===== src/rtl/rx_block_lock_if.sv =====
// Receive block-lock bus: gearbox header/valid stream in, lock/slip status out.
interface rx_block_lock_if #(
    parameter int CNT_WIDTH = 8
);
    logic [1:0]           i_rx_header;
    logic                 i_rx_header_valid;
    logic                 i_rx_data_valid;
    logic                 o_block_lock;
    logic                 o_slip;
    logic [CNT_WIDTH-1:0] o_slip_count;
    logic [CNT_WIDTH-1:0] o_lock_loss_count;

    // Gearbox side: drives headers, consumes slip/lock status.
    modport master (
        output i_rx_header, i_rx_header_valid, i_rx_data_valid,
        input  o_block_lock, o_slip, o_slip_count, o_lock_loss_count
    );

    // Block-lock FSM side.
    modport slave (
        input  i_rx_header, i_rx_header_valid, i_rx_data_valid,
        output o_block_lock, o_slip, o_slip_count, o_lock_loss_count
    );
endinterface


===== src/rtl/rx_block_lock.sv =====
// 64b66b receive block-synchronisation FSM for a 32-bit gearbox datapath.
// Watches the sync header of every header event, asserts block lock after a
// clean window and requests single-cycle bit slips while searching.
module rx_block_lock #(
    parameter int SH_CNT_MAX   = 64,
    parameter int SH_INVLD_MAX = 16,
    parameter int SLIP_WAIT    = 32,
    parameter int CNT_WIDTH    = 8
) (
    input  logic          i_rxc,
    input  logic          i_reset_n,
    rx_block_lock_if.slave io_rx
);
    localparam int SH_W = $clog2(SH_CNT_MAX + 1);
    localparam int IV_W = $clog2(SH_INVLD_MAX + 1);
    localparam int WT_W = $clog2(SLIP_WAIT + 1);

    typedef enum logic [1:0] {
        ST_LOCK_INIT = 2'd0,
        ST_TEST_SH   = 2'd1,
        ST_SLIP_WAIT = 2'd2
    } state_t;

    state_t               r_state,      w_state_nxt;
    logic [SH_W-1:0]      r_sh_cnt,     w_sh_cnt_nxt;
    logic [IV_W-1:0]      r_invld_cnt,  w_invld_cnt_nxt;
    logic [WT_W-1:0]      r_wait_cnt,   w_wait_cnt_nxt;
    logic                 r_lock,       w_lock_nxt;
    logic                 r_slip,       w_slip_nxt;
    logic [CNT_WIDTH-1:0] r_slip_cnt,   w_slip_cnt_nxt;
    logic [CNT_WIDTH-1:0] r_loss_cnt,   w_loss_cnt_nxt;

    logic                 w_event;
    logic                 w_invalid;
    logic [SH_W-1:0]      w_new_cnt;
    logic [IV_W-1:0]      w_new_invld;

    // A header only counts when the gearbox is not pausing; 00/11 are illegal headers.
    assign w_event     = io_rx.i_rx_header_valid && io_rx.i_rx_data_valid;
    assign w_invalid   = (io_rx.i_rx_header == 2'b00) || (io_rx.i_rx_header == 2'b11);
    assign w_new_cnt   = r_sh_cnt + SH_W'(1);
    assign w_new_invld = r_invld_cnt + (w_invalid ? IV_W'(1) : IV_W'(0));

    // State register and all registered outputs, synchronous active-low reset.
    always_ff @(posedge i_rxc) begin
        if (!i_reset_n) begin
            r_state     <= ST_LOCK_INIT;
            r_sh_cnt    <= '0;
            r_invld_cnt <= '0;
            r_wait_cnt  <= '0;
            r_lock      <= 1'b0;
            r_slip      <= 1'b0;
            r_slip_cnt  <= '0;
            r_loss_cnt  <= '0;
        end else begin
            r_state     <= w_state_nxt;
            r_sh_cnt    <= w_sh_cnt_nxt;
            r_invld_cnt <= w_invld_cnt_nxt;
            r_wait_cnt  <= w_wait_cnt_nxt;
            r_lock      <= w_lock_nxt;
            r_slip      <= w_slip_nxt;
            r_slip_cnt  <= w_slip_cnt_nxt;
            r_loss_cnt  <= w_loss_cnt_nxt;
        end
    end

    // Next-state and next-output logic; slip is a pulse so it defaults low.
    always_comb begin
        w_state_nxt     = r_state;
        w_sh_cnt_nxt    = r_sh_cnt;
        w_invld_cnt_nxt = r_invld_cnt;
        w_wait_cnt_nxt  = r_wait_cnt;
        w_lock_nxt      = r_lock;
        w_slip_nxt      = 1'b0;
        w_slip_cnt_nxt  = r_slip_cnt;
        w_loss_cnt_nxt  = r_loss_cnt;

        case (r_state)
            ST_LOCK_INIT: begin
                w_sh_cnt_nxt    = '0;
                w_invld_cnt_nxt = '0;
                w_wait_cnt_nxt  = '0;
                w_state_nxt     = ST_TEST_SH;
            end
            ST_TEST_SH: begin
                if (w_event) begin
                    if (w_invalid && (!r_lock || w_new_invld == IV_W'(SH_INVLD_MAX))) begin
                        // Misaligned: request a slip and drop lock.
                        w_slip_nxt      = 1'b1;
                        w_lock_nxt      = 1'b0;
                        w_slip_cnt_nxt  = r_slip_cnt + CNT_WIDTH'(1);
                        if (r_lock && (r_loss_cnt != '1))
                            w_loss_cnt_nxt = r_loss_cnt + CNT_WIDTH'(1);
                        w_sh_cnt_nxt    = '0;
                        w_invld_cnt_nxt = '0;
                        w_wait_cnt_nxt  = '0;
                        w_state_nxt     = ST_SLIP_WAIT;
                    end else if (w_new_cnt == SH_W'(SH_CNT_MAX)) begin
                        // End of window: a fully clean window grants lock.
                        if (w_new_invld == '0)
                            w_lock_nxt = 1'b1;
                        w_sh_cnt_nxt    = '0;
                        w_invld_cnt_nxt = '0;
                    end else begin
                        w_sh_cnt_nxt    = w_new_cnt;
                        w_invld_cnt_nxt = w_new_invld;
                    end
                end
            end
            ST_SLIP_WAIT: begin
                // Headers are meaningless until the gearbox has realigned.
                if (w_event) begin
                    if (r_wait_cnt == WT_W'(SLIP_WAIT - 1)) begin
                        w_wait_cnt_nxt  = '0;
                        w_sh_cnt_nxt    = '0;
                        w_invld_cnt_nxt = '0;
                        w_state_nxt     = ST_TEST_SH;
                    end else begin
                        w_wait_cnt_nxt = r_wait_cnt + WT_W'(1);
                    end
                end
            end
            default: w_state_nxt = ST_LOCK_INIT;
        endcase
    end

    assign io_rx.o_block_lock      = r_lock;
    assign io_rx.o_slip            = r_slip;
    assign io_rx.o_slip_count      = r_slip_cnt;
    assign io_rx.o_lock_loss_count = r_loss_cnt;
endmodule


===== src/flat_wrapper.sv =====
// flat-port wrapper written by rule: the top's interface ports become plain ports
module rx_block_lock_flat 
#(
    parameter int SH_CNT_MAX   = 64,
    parameter int SH_INVLD_MAX = 16,
    parameter int SLIP_WAIT    = 32,
    parameter int CNT_WIDTH    = 8
)
  (i_rxc, i_reset_n, io_rx_i_rx_header, io_rx_i_rx_header_valid, io_rx_i_rx_data_valid, io_rx_o_block_lock, io_rx_o_slip, io_rx_o_slip_count, io_rx_o_lock_loss_count);
  rx_block_lock_if #(.CNT_WIDTH(CNT_WIDTH)) io_rx_i ();
  input  logic i_rxc;
  input  logic i_reset_n;
  input wire logic [$bits(io_rx_i.i_rx_header)-1:0] io_rx_i_rx_header;
  input wire logic [$bits(io_rx_i.i_rx_header_valid)-1:0] io_rx_i_rx_header_valid;
  input wire logic [$bits(io_rx_i.i_rx_data_valid)-1:0] io_rx_i_rx_data_valid;
  output wire logic [$bits(io_rx_i.o_block_lock)-1:0] io_rx_o_block_lock;
  output wire logic [$bits(io_rx_i.o_slip)-1:0] io_rx_o_slip;
  output wire logic [$bits(io_rx_i.o_slip_count)-1:0] io_rx_o_slip_count;
  output wire logic [$bits(io_rx_i.o_lock_loss_count)-1:0] io_rx_o_lock_loss_count;
  assign io_rx_i.i_rx_header = io_rx_i_rx_header;
  assign io_rx_i.i_rx_header_valid = io_rx_i_rx_header_valid;
  assign io_rx_i.i_rx_data_valid = io_rx_i_rx_data_valid;
  assign io_rx_o_block_lock = io_rx_i.o_block_lock;
  assign io_rx_o_slip = io_rx_i.o_slip;
  assign io_rx_o_slip_count = io_rx_i.o_slip_count;
  assign io_rx_o_lock_loss_count = io_rx_i.o_lock_loss_count;
  rx_block_lock #(.SH_CNT_MAX(SH_CNT_MAX), .SH_INVLD_MAX(SH_INVLD_MAX), .SLIP_WAIT(SLIP_WAIT), .CNT_WIDTH(CNT_WIDTH)) u_core (.i_rxc(i_rxc), .i_reset_n(i_reset_n), .io_rx(io_rx_i));
endmodule

===== config.mk =====
export PLATFORM = sky130hd
export DESIGN_NAME = rx_block_lock_flat
export DESIGN_NICKNAME = d
export VERILOG_FILES = /design/src/rtl/rx_block_lock_if.sv /design/src/rtl/rx_block_lock.sv /design/src/flat_wrapper.sv
export SDC_FILE = /design/constraint.sdc
export NUM_CORES = 1
export LEC_CHECK = 0
export CELL_PAD_IN_SITES_DETAIL_PLACEMENT = 1
export CELL_PAD_IN_SITES_GLOBAL_PLACEMENT = 1
export CORE_ASPECT_RATIO = 0.75
export CORE_UTILIZATION = 46
export DETAILED_ROUTE_END_ITERATION = 10
export HOLD_SLACK_MARGIN = 0.03
export PLACE_DENSITY = 0.91
export SYNTH_ARGS = -nofsm -noshare
export SYNTH_HDL_FRONTEND = slang
export SYNTH_SLANG_ARGS = --single-unit

===== constraint.sdc =====
create_clock -name i_rxc -period 4.6 [get_ports i_rxc]
set_clock_uncertainty 0.15 [all_clocks]
set_input_delay 0.69 -clock i_rxc [delete_from_list [all_inputs] [get_ports i_rxc]]
set_output_delay 0.69 -clock i_rxc [all_outputs]
set_load 0.02 [all_outputs]

==> out/results.tsv <==
stage	metric	value	unit
status	outcome	completed	
drt	wl_per_cell	18.2	um
place	place_congestion	0.756	
synthesis	yosysTopAreaCellShare	35.4	%
power	p_comb_share	9.4	%
clocking	cts_resized	0	
worst_setup_path	crit_family	buffers and inverters	
clocking	clock-root-buffer	clkbuf_8	
min_path	min_path_cells	2	
synthesis	synth_xor_area_share	1.22	%
synthesis	syn_nets	256	
cells_and_area	multi_input_area	1250	sq um
place	hpwl	3.89	mm
grt	grt_pass1_vias	1962	
timing	slew_headroom	44.4	%
synthesis	synthSimpleGateAreaFrac	28.4	%
place	dp_slack	646	ps
timing	rsz0062_at_grt	no	
synthesis	synthCells	244	
clocking	cts_tree	built	
floorplan	io_pins	24	
power	p_clk_share	42.2	%
worst_setup_path	cp.depth	10	
cells_and_area	drive_above_1_share	8.68	%
timing	fmax	271	MHz
power	peakVddDrop	0.000138	V
clocking	cts_buffer_depth	2	
drt	dr_total_vias	2044	
synthesis	synthMuxAreaShare	3.73	%
clocking	htreeDepth	2	
worst_setup_path	cp-end-kind	flop	
timing	drv_slew	0	
synthesis	yosysMostFrequentCell	dfxtp_1	
run	maxCapViolCount	0	
cells_and_area	areaGrowthSynthToFinish	15.3	%
drt	drcViolationCount	0	
synthesis	synth-compound-area-share	21.2	%
timing	hold_viol_final	0	
timing	final.period_utilization	80.1	%
floorplan	die_w	80.9	um
worst_setup_path	reg2reg_slack	1850	ps
synthesis	yosysWarnings	0	
floorplan	die-area	4950	sq um
place	port-buffer-count	23	
worst_setup_path	start_kind	input pin	
drt	drt-pass1-iter-count	4	
drt	wirelength	5.86	mm
drt	drtIter0Drc	127	
worst_setup_path	critical_path_arrival	3750	ps
cells_and_area	nNetsFinal	276	
synthesis	netlist_area	2150	sq um
clocking	cts_setup_buffers	0	
worst_setup_path	worst-path-buf-inv	2	
grt	grt_max_degree	26	
power	p_leak	0.000770	uW
power	internal_power	516	uW
worst_setup_path	cp-endpoint	u_core.io_rx.o_slip_count[3]	
floorplan	die_y	61.2	um
power	switchingPower	174	uW
worst_setup_path	reg2regPathDepth	8	
floorplan	num_rows	21	
drt	vias_per_cell	6.35	
grt	grt_overflow	0	
worst_setup_path	cpPeakStageDelay	500	ps
grt	grt_pass1_wl	9.67	mm
worst_setup_path	crit_path_frequent_cell	ha_1	
synthesis	avgSynthCellArea	8.80	sq um
synthesis	synthArstFlopShare	0	%
worst_setup_path	crit_path_top_delay_cell	or4_1	
worst_setup_path	crit_chain	clkdlybuf4s50_1 > xnor2_1 > ha_1 > ha_1 > nand3_1 > o21ai_2 > o221ai_4 > buf_4 > or4_1 > a21oi_1	
floorplan	core	4470	sq um
synthesis	synthAdderAreaFrac	3.50	%
timing	worst_pin_slew	831	ps
worst_setup_path	required	4670	ps
synthesis	seq_area_frac_synth	35.4	%
power	p_per_area	279	nW/um^2
synthesis	synth-edff-count	0	
synthesis	synth_flop_cell	dfxtp_1	
synthesis	synth_commonest_cells	dfxtp_1, nand2_1, a21oi_1, nand3_1, nor2_1	
cells_and_area	seq_area	761	sq um
synthesis	synth_area_leaders	dfxtp_1, nand2_1, a21oi_1, mux2i_1, nand3_1	
grt	grt_usage	25.6	%
synthesis	yosysUniqueCellTypes	53	
grt	antenna_found_initial	0	
cells_and_area	final_area	2470	sq um
clocking	cts_buffers	5	
worst_setup_path	r2r_start	u_core.r_invld_cnt[0]	
synthesis	yosysTopAreaCell	dfxtp_1	
timing	fin_setup_tns	0	ps
cells_and_area	n_antenna_cell	0	
clocking	cts_sinks	38	
timing	layout_min_cycle_time	3690	ps
synthesis	synth_top_family_by_area	simple AND/OR/NAND/NOR gates	
power	seqPwrFrac	48.4	%
timing	final.setup.worst_slack	915	ps
worst_setup_path	crit_fanout	20	
clocking	hold_buffers	0	
clocking	clock_latency	300	ps
worst_setup_path	worstSetupPathType	input pin to flop	
drt	ant_nets	0	
floorplan	start_util	48.1	%
synthesis	ys_seq_elements	38	
min_path	min_path_type	flop to flop	
worst_setup_path	startpoint	io_rx_i_rx_header[1]	
place	post_dp_cell_area	2370	sq um
cells_and_area	nFillCells	544	
worst_setup_path	r2r-end	u_core.io_rx.o_slip_count[3]	
timing	finalSetupViolCount	0	
clocking	clk_pin_slew	70	ps
power	swShare	25.2	%
[per-layer routing]
metal | vias to the layer above | routed length, um | track usage, % | part of all wire [%]
met5 | - | 0 | 0 | 0
met4 | 0 | 121 | 10.7 | 2.1
met3 | 14 | 220 | 4.59 | 3.8
met2 | 56 | 2820 | 42.1 | 48
met1 | 1002 | 2690 | 33.5 | 46
li1 | 972 | - | - | -
[how the worst min path moves through the flow]
stage / slack (ps) / to / start
4_1_cts: 340 / u_core.r_wait_cnt[1] / u_core.r_wait_cnt[1]
6_report: 340 / u_core.r_wait_cnt[1] / u_core.r_wait_cnt[1]
5_1_grt: 360 / u_core.r_wait_cnt[1] / u_core.r_wait_cnt[1]
3_3_place_gp: 320 / u_core.r_wait_cnt[1] / u_core.r_wait_cnt[1]
3_5_place_dp: 330 / u_core.r_wait_cnt[1] / u_core.r_wait_cnt[1]
2_1_floorplan: 300 / u_core.r_wait_cnt[1] / u_core.r_wait_cnt[1]
[cell usage in the layout, fill, tap and decap left out, types with 3 or more instances in the layout]
master and n:
a21oi_1 17, a31oi_1 8, a32oi_1 4, buf_4 4, clkbuf_8 5, clkdlybuf4s50_1 23
dfxtp_1 38, ha_1 6, inv_1 3, mux2i_1 8, nand2_1 24, nand2b_1 8
nand3_1 16, nand4_1 9, nand4b_1 5, nor2_1 13, nor3_1 3, nor4_1 5
o21ai_0 7, o31ai_1 6, or3_1 4, or4_1 7, xnor2_1 3
[per-stage QoR]
stage / util (%) / instances / power [uW] / hold slack (ps)
4_1_cts: 55.4 / 322 / 692 / 340
5_1_grt: 55.4 / 322 / 712 / 360
3_5_place_dp: 53.0 / 314 / 406 / 329
3_3_place_gp: 53.0 / 314 / 403 / 316
2_1_floorplan: - / 244 / 392 / 302
6_report: 55.4 / 322 / 690 / 335
[power groups by stage]
stage	sequential, uW	combinational (uW)	clock (uW)
2_1_floorplan	341	51.3	0
3_3_place_gp	341	62.3	0
3_5_place_dp	341	64.5	0
4_1_cts	333	65.2	294
5_1_grt	334	70.6	307
6_report	334	65.1	291
[final cells by class]
cell class,count,area share (%)
sequential,38,30.7
timing repair buffer,27,10.5
clock inverter,1,1.21
multi-input combinational,188,50.4
clock buffer,7,3.08
inverter,4,1.16
tap,57,2.88
[cell families after synthesis]
group | Yosys count
AOI/OAI and AO/OA | 63
buffers and inverters | 18
and+or+nand+nor | 108
adders and majority gates | 6
xor gates and xnor gates | 3
muxes | 8
DFF | 38
[registers in the layout, indices dropped and copies added, names as in the netlist]
| signal | flops |
|---|---|
| u_core.r_invld_cnt | 5 |
| u_core.io_rx.o_slip_count | 8 |
| u_core.io_rx.o_slip | 1 |
| u_core.r_state | 2 |
| u_core.io_rx.o_lock_loss_count | 8 |
| u_core.r_sh_cnt | 7 |
| u_core.r_wait_cnt | 6 |
| u_core.io_rx.o_block_lock | 1 |
[worst register-to-register path: stages (launching register included)]
cell,delay [ps]
dfxtp_1,350
ha_1,240
ha_1,260
nand3_1,170
o21ai_2,250
o221ai_4,260
buf_4,310
or4_1,510
a21oi_1,180
No activity file was read; power rests on OpenSTA's default activity.
